<file path="config.mk">
export PLATFORM = sky130hd
export DESIGN_NAME = lbdr_dr_router
export DESIGN_NICKNAME = d
export VERILOG_FILES = /design/src/rtl/lbdr_dr_router.sv
export SDC_FILE = /design/constraint.sdc
export NUM_CORES = 1
export LEC_CHECK = 0
export ABC_AREA = 1
export ABC_CLOCK_PERIOD_IN_PS = 1900
export CAP_MARGIN = 20
export CORE_ASPECT_RATIO = 0.6
export CORE_MARGIN = 3
export CORE_UTILIZATION = 41
export DETAILED_ROUTE_END_ITERATION = 8
export PLACE_DENSITY = 0.73
export SYNTH_ARGS = -nofsm -noshare
export SYNTH_HDL_FRONTEND = slang
export SYNTH_SLANG_ARGS = --single-unit
</file>
<file path="constraint.sdc">
create_clock -name clk -period 1.9 [get_ports clk]
set_input_delay 0.19 -clock clk [delete_from_list [all_inputs] [get_ports clk]]
set_output_delay 0.19 -clock clk [all_outputs]
set_load 0.005 [all_outputs]
</file>
<file path="src/rtl/lbdr_dr_router.sv">
// LBDR routing unit with deroute fallback, one per router input port.
// Computes a one-hot output-port request from a packet's HEADER flit and
// holds it until the TAIL flit is read by the switch allocator. Protocol
// violations and unroutable packets raise a sticky error flag.

`ifndef HEADER
`define HEADER 3'b001
`endif
`ifndef PAYLOAD
`define PAYLOAD 3'b010
`endif
`ifndef TAIL
`define TAIL 3'b100
`endif

module lbdr_dr_router #(
  parameter int unsigned X_W        = 32'd2,
  parameter int unsigned Y_W        = 32'd2,
  parameter bit          DEROUTE_EN = 1'b1
) (
  input  logic               clk,
  input  logic               rst,
  input  logic [7:0]         Rxy_rst,
  input  logic [3:0]         Cx_rst,
  input  logic [1:0]         Dr_rst,
  input  logic [X_W+Y_W-1:0] cur_addr_rst,
  input  logic               empty,
  input  logic [2:0]         flit_id,
  input  logic [X_W+Y_W-1:0] dst_addr,
  input  logic               flit_rd,
  output logic               Nport,
  output logic               Eport,
  output logic               Wport,
  output logic               Sport,
  output logic               Lport,
  output logic               route_valid,
  output logic               err
);

  typedef enum logic [0:0] {
    ST_IDLE   = 1'b0,
    ST_ROUTED = 1'b1
  } state_t;

  // Port vector bit order: 0 N, 1 E, 2 W, 3 S, 4 L (matches Cx/Dr encoding).
  state_t               r_state;
  logic [7:0]           r_rxy;
  logic [3:0]           r_cx;
  logic [1:0]           r_dr;
  logic [X_W+Y_W-1:0]   r_cur_addr;
  logic [4:0]           r_ports;
  logic                 r_route_valid;
  logic                 r_err;

  logic [X_W-1:0]       w_x_cur;
  logic [X_W-1:0]       w_x_dst;
  logic [Y_W-1:0]       w_y_cur;
  logic [Y_W-1:0]       w_y_dst;
  logic                 w_n1;
  logic                 w_e1;
  logic                 w_w1;
  logic                 w_s1;
  logic                 w_local;
  logic [3:0]           w_min;
  logic [3:0]           w_dr_onehot;
  logic [3:0]           w_req4;
  logic [4:0]           w_req;
  logic                 w_unroutable;

  state_t               w_next_state;
  logic [4:0]           w_next_ports;
  logic                 w_next_route_valid;
  logic                 w_next_err;

  assign w_x_cur = r_cur_addr[X_W-1:0];
  assign w_y_cur = r_cur_addr[X_W+Y_W-1:X_W];
  assign w_x_dst = dst_addr[X_W-1:0];
  assign w_y_dst = dst_addr[X_W+Y_W-1:X_W];

  assign w_n1 = (w_y_dst < w_y_cur);
  assign w_s1 = (w_y_cur < w_y_dst);
  assign w_e1 = (w_x_cur < w_x_dst);
  assign w_w1 = (w_x_dst < w_x_cur);
  assign w_local = ~w_n1 & ~w_e1 & ~w_w1 & ~w_s1;

  // Minimal LBDR port set, each direction gated by its connectivity bit.
  always_comb begin
    w_min    = 4'b0000;
    w_min[0] = ((w_n1 & ~w_e1 & ~w_w1) | (w_n1 & w_e1 & r_rxy[0]) | (w_n1 & w_w1 & r_rxy[1])) & r_cx[0];
    w_min[1] = ((w_e1 & ~w_n1 & ~w_s1) | (w_e1 & w_n1 & r_rxy[2]) | (w_e1 & w_s1 & r_rxy[3])) & r_cx[1];
    w_min[2] = ((w_w1 & ~w_n1 & ~w_s1) | (w_w1 & w_n1 & r_rxy[4]) | (w_w1 & w_s1 & r_rxy[5])) & r_cx[2];
    w_min[3] = ((w_s1 & ~w_e1 & ~w_w1) | (w_s1 & w_e1 & r_rxy[6]) | (w_s1 & w_w1 & r_rxy[7])) & r_cx[3];
  end

  assign w_dr_onehot = 4'b0001 << r_dr;

  // Pick one direction: minimal set first (N>E>W>S so the request stays
  // one-hot even if routing bits allow two), deroute only when it is empty.
  always_comb begin
    w_req4 = 4'b0000;
    if (w_min[0]) begin
      w_req4 = 4'b0001;
    end else if (w_min[1]) begin
      w_req4 = 4'b0010;
    end else if (w_min[2]) begin
      w_req4 = 4'b0100;
    end else if (w_min[3]) begin
      w_req4 = 4'b1000;
    end else if (!w_local && DEROUTE_EN) begin
      w_req4 = w_dr_onehot & r_cx;
    end else begin
      w_req4 = 4'b0000;
    end
  end

  assign w_req        = {w_local, w_req4};
  assign w_unroutable = (w_req == 5'b00000);

  // Next-state and next-output logic for the IDLE/ROUTED packet FSM.
  always_comb begin
    w_next_state       = r_state;
    w_next_ports       = r_ports;
    w_next_route_valid = r_route_valid;
    w_next_err         = r_err;
    case (r_state)
      ST_IDLE: begin
        if (!empty) begin
          if (flit_id == `HEADER) begin
            if (w_unroutable) begin
              w_next_err = 1'b1;
            end else begin
              w_next_ports       = w_req;
              w_next_route_valid = 1'b1;
              w_next_state       = ST_ROUTED;
            end
          end else begin
            w_next_err = 1'b1;
          end
        end else begin
          w_next_state = ST_IDLE;
        end
      end
      ST_ROUTED: begin
        if (!empty) begin
          if (flit_id == `HEADER) begin
            w_next_err = 1'b1;
          end else if ((flit_id == `TAIL) && flit_rd) begin
            w_next_ports       = 5'b00000;
            w_next_route_valid = 1'b0;
            w_next_state       = ST_IDLE;
          end else begin
            w_next_state = ST_ROUTED;
          end
        end else begin
          w_next_state = ST_ROUTED;
        end
      end
      default: begin
        w_next_state       = ST_IDLE;
        w_next_ports       = 5'b00000;
        w_next_route_valid = 1'b0;
      end
    endcase
  end

  // State, configuration and output registers with synchronous reset.
  always_ff @(posedge clk) begin
    if (rst) begin
      r_rxy         <= Rxy_rst;
      r_cx          <= Cx_rst;
      r_dr          <= Dr_rst;
      r_cur_addr    <= cur_addr_rst;
      r_state       <= ST_IDLE;
      r_ports       <= 5'b00000;
      r_route_valid <= 1'b0;
      r_err         <= 1'b0;
    end else begin
      r_state       <= w_next_state;
      r_ports       <= w_next_ports;
      r_route_valid <= w_next_route_valid;
      r_err         <= w_next_err;
    end
  end

  assign Nport       = r_ports[0];
  assign Eport       = r_ports[1];
  assign Wport       = r_ports[2];
  assign Sport       = r_ports[3];
  assign Lport       = r_ports[4];
  assign route_valid = r_route_valid;
  assign err         = r_err;

endmodule

</file>
==> impl_metrics.tcl <==
set metrics [dict create \
    status "finished, violations left" \
    failed_checks "negative setup slack" \
    yosys.area.top_type_share 0.418 \
    reg2reg_from "r_cur_addr[3]" \
    yosys_warnings 0 \
    slew_violations 0 \
    powerDensity_nw_per_um2 743 \
    power_leakage_nw 0.893 \
    h-tree-depth 1 \
    min_path_cells 2 \
    synth_edf_count 18 \
    grt_pass1_wl_um 5370 \
    hold_path_class "reg -> reg" \
    area_delta_synth_final_pct 65.7 \
    yosysSeqAreaShare 0.542 \
    crit_buf_inv 3 \
    drt_iter0_drc 94 \
    routedWlPerCell_um 14.6 \
    clkSinkCount 26 \
    setup_violations 8 \
    synth_area_leaders "edfxtp_1, dfxtp_1, nand2_1, inv_1, nand3_1" \
    ys_top_cells_by_count "nand2_1, inv_1, edfxtp_1" \
    path_class "in -> reg" \
    hold_buffers 0 \
    yosys.area.top_type "edfxtp_1" \
    vdd_ir_drop_max_uv 569 \
    drt.antenna.violating_nets 0 \
    clk_latency_ns 0.27 \
    die_width_um 78.5 \
    maxSlewHeadroom 0.717 \
    wl_um 3570 \
    path_delay_family "simple AND/OR/NAND/NOR gates" \
    postSynthAreaPerCell_um2 8.62 \
    synth_fp_nets 183 \
    cpPeakStageDelay_ns 0.47 \
    die_area_um2 3890 \
    cp_max_fo 6 \
    port_buffers 35 \
    cts_buffer_depth 2 \
    drv_cap 0 \
    vias 1242 \
    ff2ff_setup_slack_ns -0.37 \
    period_share 1.20 \
    place_congestion 0.800 \
    fin_nets 237 \
    async_flop_share 0 \
    yosysMostFrequentCell "nand2_1" \
    netlist_instances 150 \
    cts_tree "done" \
    crit_arrival_ns 2.49 \
    finalHoldViolCount 0 \
    reg2reg_depth 16 \
    diodes 0 \
    syn-cell-area_um2 1290 \
    drc_errors 0 \
    antenna_found_initial 0 \
    grt_pass1_vias 1197 \
    cp-start-kind "input port" \
    crit_cells 18 \
    grt_max_degree 23 \
    start_util 0.439 \
    die_y_um 49.5 \
    max_freq_ghz 0.438 \
    cpMaxStageDelayCell "clkdlybuf4s50_1" \
    clock_tree.root_cell "clkbuf_8" \
    crit_chain "clkdlybuf4s50_1 > inv_2 > ha_4 > a21oi_4 > nand3_2 > nand2_2 > nand2_4 > nand2_1 > inv_1 > nand2_1 > nand2_1 > nor2_1 > nand2_1 > nand2_2 > nand2_4 > nand2_2 > nand2_1 > a21oi_2" \
    fin_crit_ns 2.28 \
    coreArea_um2 2950 \
    io_pins 36 \
    worst_path_most_repeated_cell "nand2_1" \
    rows 15 \
    viasPerCell 5.07 \
    hpwl_um 2150 \
    rsz0062_at_grt "true" \
    finClkSkew_ns 0.00259 \
    worst_slew_pin_slew_ns 0.424 \
    crit_path_end "route_valid" \
    worstSetupStartpoint "dst_addr[3]" \
    tns_ns -2.66 \
    r2r-end "route_valid" \
    drive_above_1_share 0.365 \
    yosysUniqueCellTypes 16 \
    place_ws_ns -0.605 \
    worst_slack_ns -0.384 \
    cts_made_buffers 3 \
    ys.flop_type "edfxtp_1" \
    grt_usage 0.174 \
    grt_overflow 0 \
    worstSetupEndpointType "register" \
    drtPass1Iterations 4 \
    critPathRequiredTime_ns 2.11 \
    place_inst 235 \
    clk_pin_slew_ns 0.08 \
    ys_seq_elements 26 \
    fin_cells 245 \
]
[registers in the layout, summed over array words and instances (netlist names)]
register     cells
err              1
route_valid      1
r_cx             4
r_rxy            8
r_dr             2
r_state          1
r_cur_addr       4
r_ports          5
[cells in the final DEF, fill, tap and decap left out, drive strengths merged]
master and n:
o21a 1, a21oi 10, buf 14, dfxtp 8
dlymetal6s2s 1, nand3b 2, nand3 18, clkdlybuf4s50 34
edfxtp 18, nand4 4, nand2 41, inv 24
ha 4, nor2 20, clkbuf 3, bufinv 1
[tightest hold or removal path: stages (launching register included)]
cell	delay, ns
dfxtp_1	0.32
nand2_1	0.06
a21oi_1	0.05
[worst min path at each step]
stage,start,endpoint,slack (ns)
floorplan,rst,r_ports[1],0.26
global placement,err,err,0.45
detailed placement,err,err,0.45
CTS,Cx_rst[3],r_cx[3],0.46
global route,Cx_rst[3],r_cx[3],0.45
finish,r_ports[1],r_ports[1],0.47
[cell type report]
cell class                 instances  area [µm²]
clock buffer                       3        41.3
clock inverter                     1        30.0
multi-input combinational        100         766
sequential                        26         701
timing repair buffer              49         458
inverter                          24        95.1
tap                               42        52.6
fill                             195         803
[per-layer routing]
metal | vias up | share of wire | routed length, µm | track usage
li1 | 598 | - | - | -
met1 | 572 | 0.43 | 1540 | 0.240
met2 | 58 | 0.47 | 1660 | 0.270
met5 | - | 0 | 0 | 0
met4 | 0 | 0.030 | 106 | 0.0552
met3 | 14 | 0.071 | 252 | 0.0438
[timing repair]
item                                    in CTS  in global routing
gates resized for setup                     23                 35
cloned                                       1                  0
setup buffers                                4                  2
endpoints found under the setup margin       8                  8
pin swaps                                   11                 18
[where the power goes]
| group | internal (mW) | switching [mW] |
|---|---|---|
| Sequential | 0.649 | 0.0246 |
| Combinational | 0.222 | 0.253 |
| Clock | 0.282 | 0.163 |
[cell families after synthesis]
family                     share of synthesized area
AOI/OAI and AO/OA                             0.0474
buffers and inverters                         0.0783
adders and majority gates                     0.0387
DFF                                            0.542
and+or+nand+nor                                0.294
[per-stage QoR]
step / instance area [µm²] / total power [mW] / util / hold slack (ns)
2_1_floorplan: 1330 / 0.850 / - / 0.259
3_5_place_dp: 1790 / 0.996 / 0.608 / 0.452
4_1_cts: 2000 / 1.51 / 0.677 / 0.465
3_3_place_gp: 1790 / 0.984 / 0.608 / 0.449
6_report: 2140 / 1.59 / 0.727 / 0.468
5_1_grt: 2140 / 1.67 / 0.727 / 0.455
Note: power is estimated with default switching activity, not from simulation.
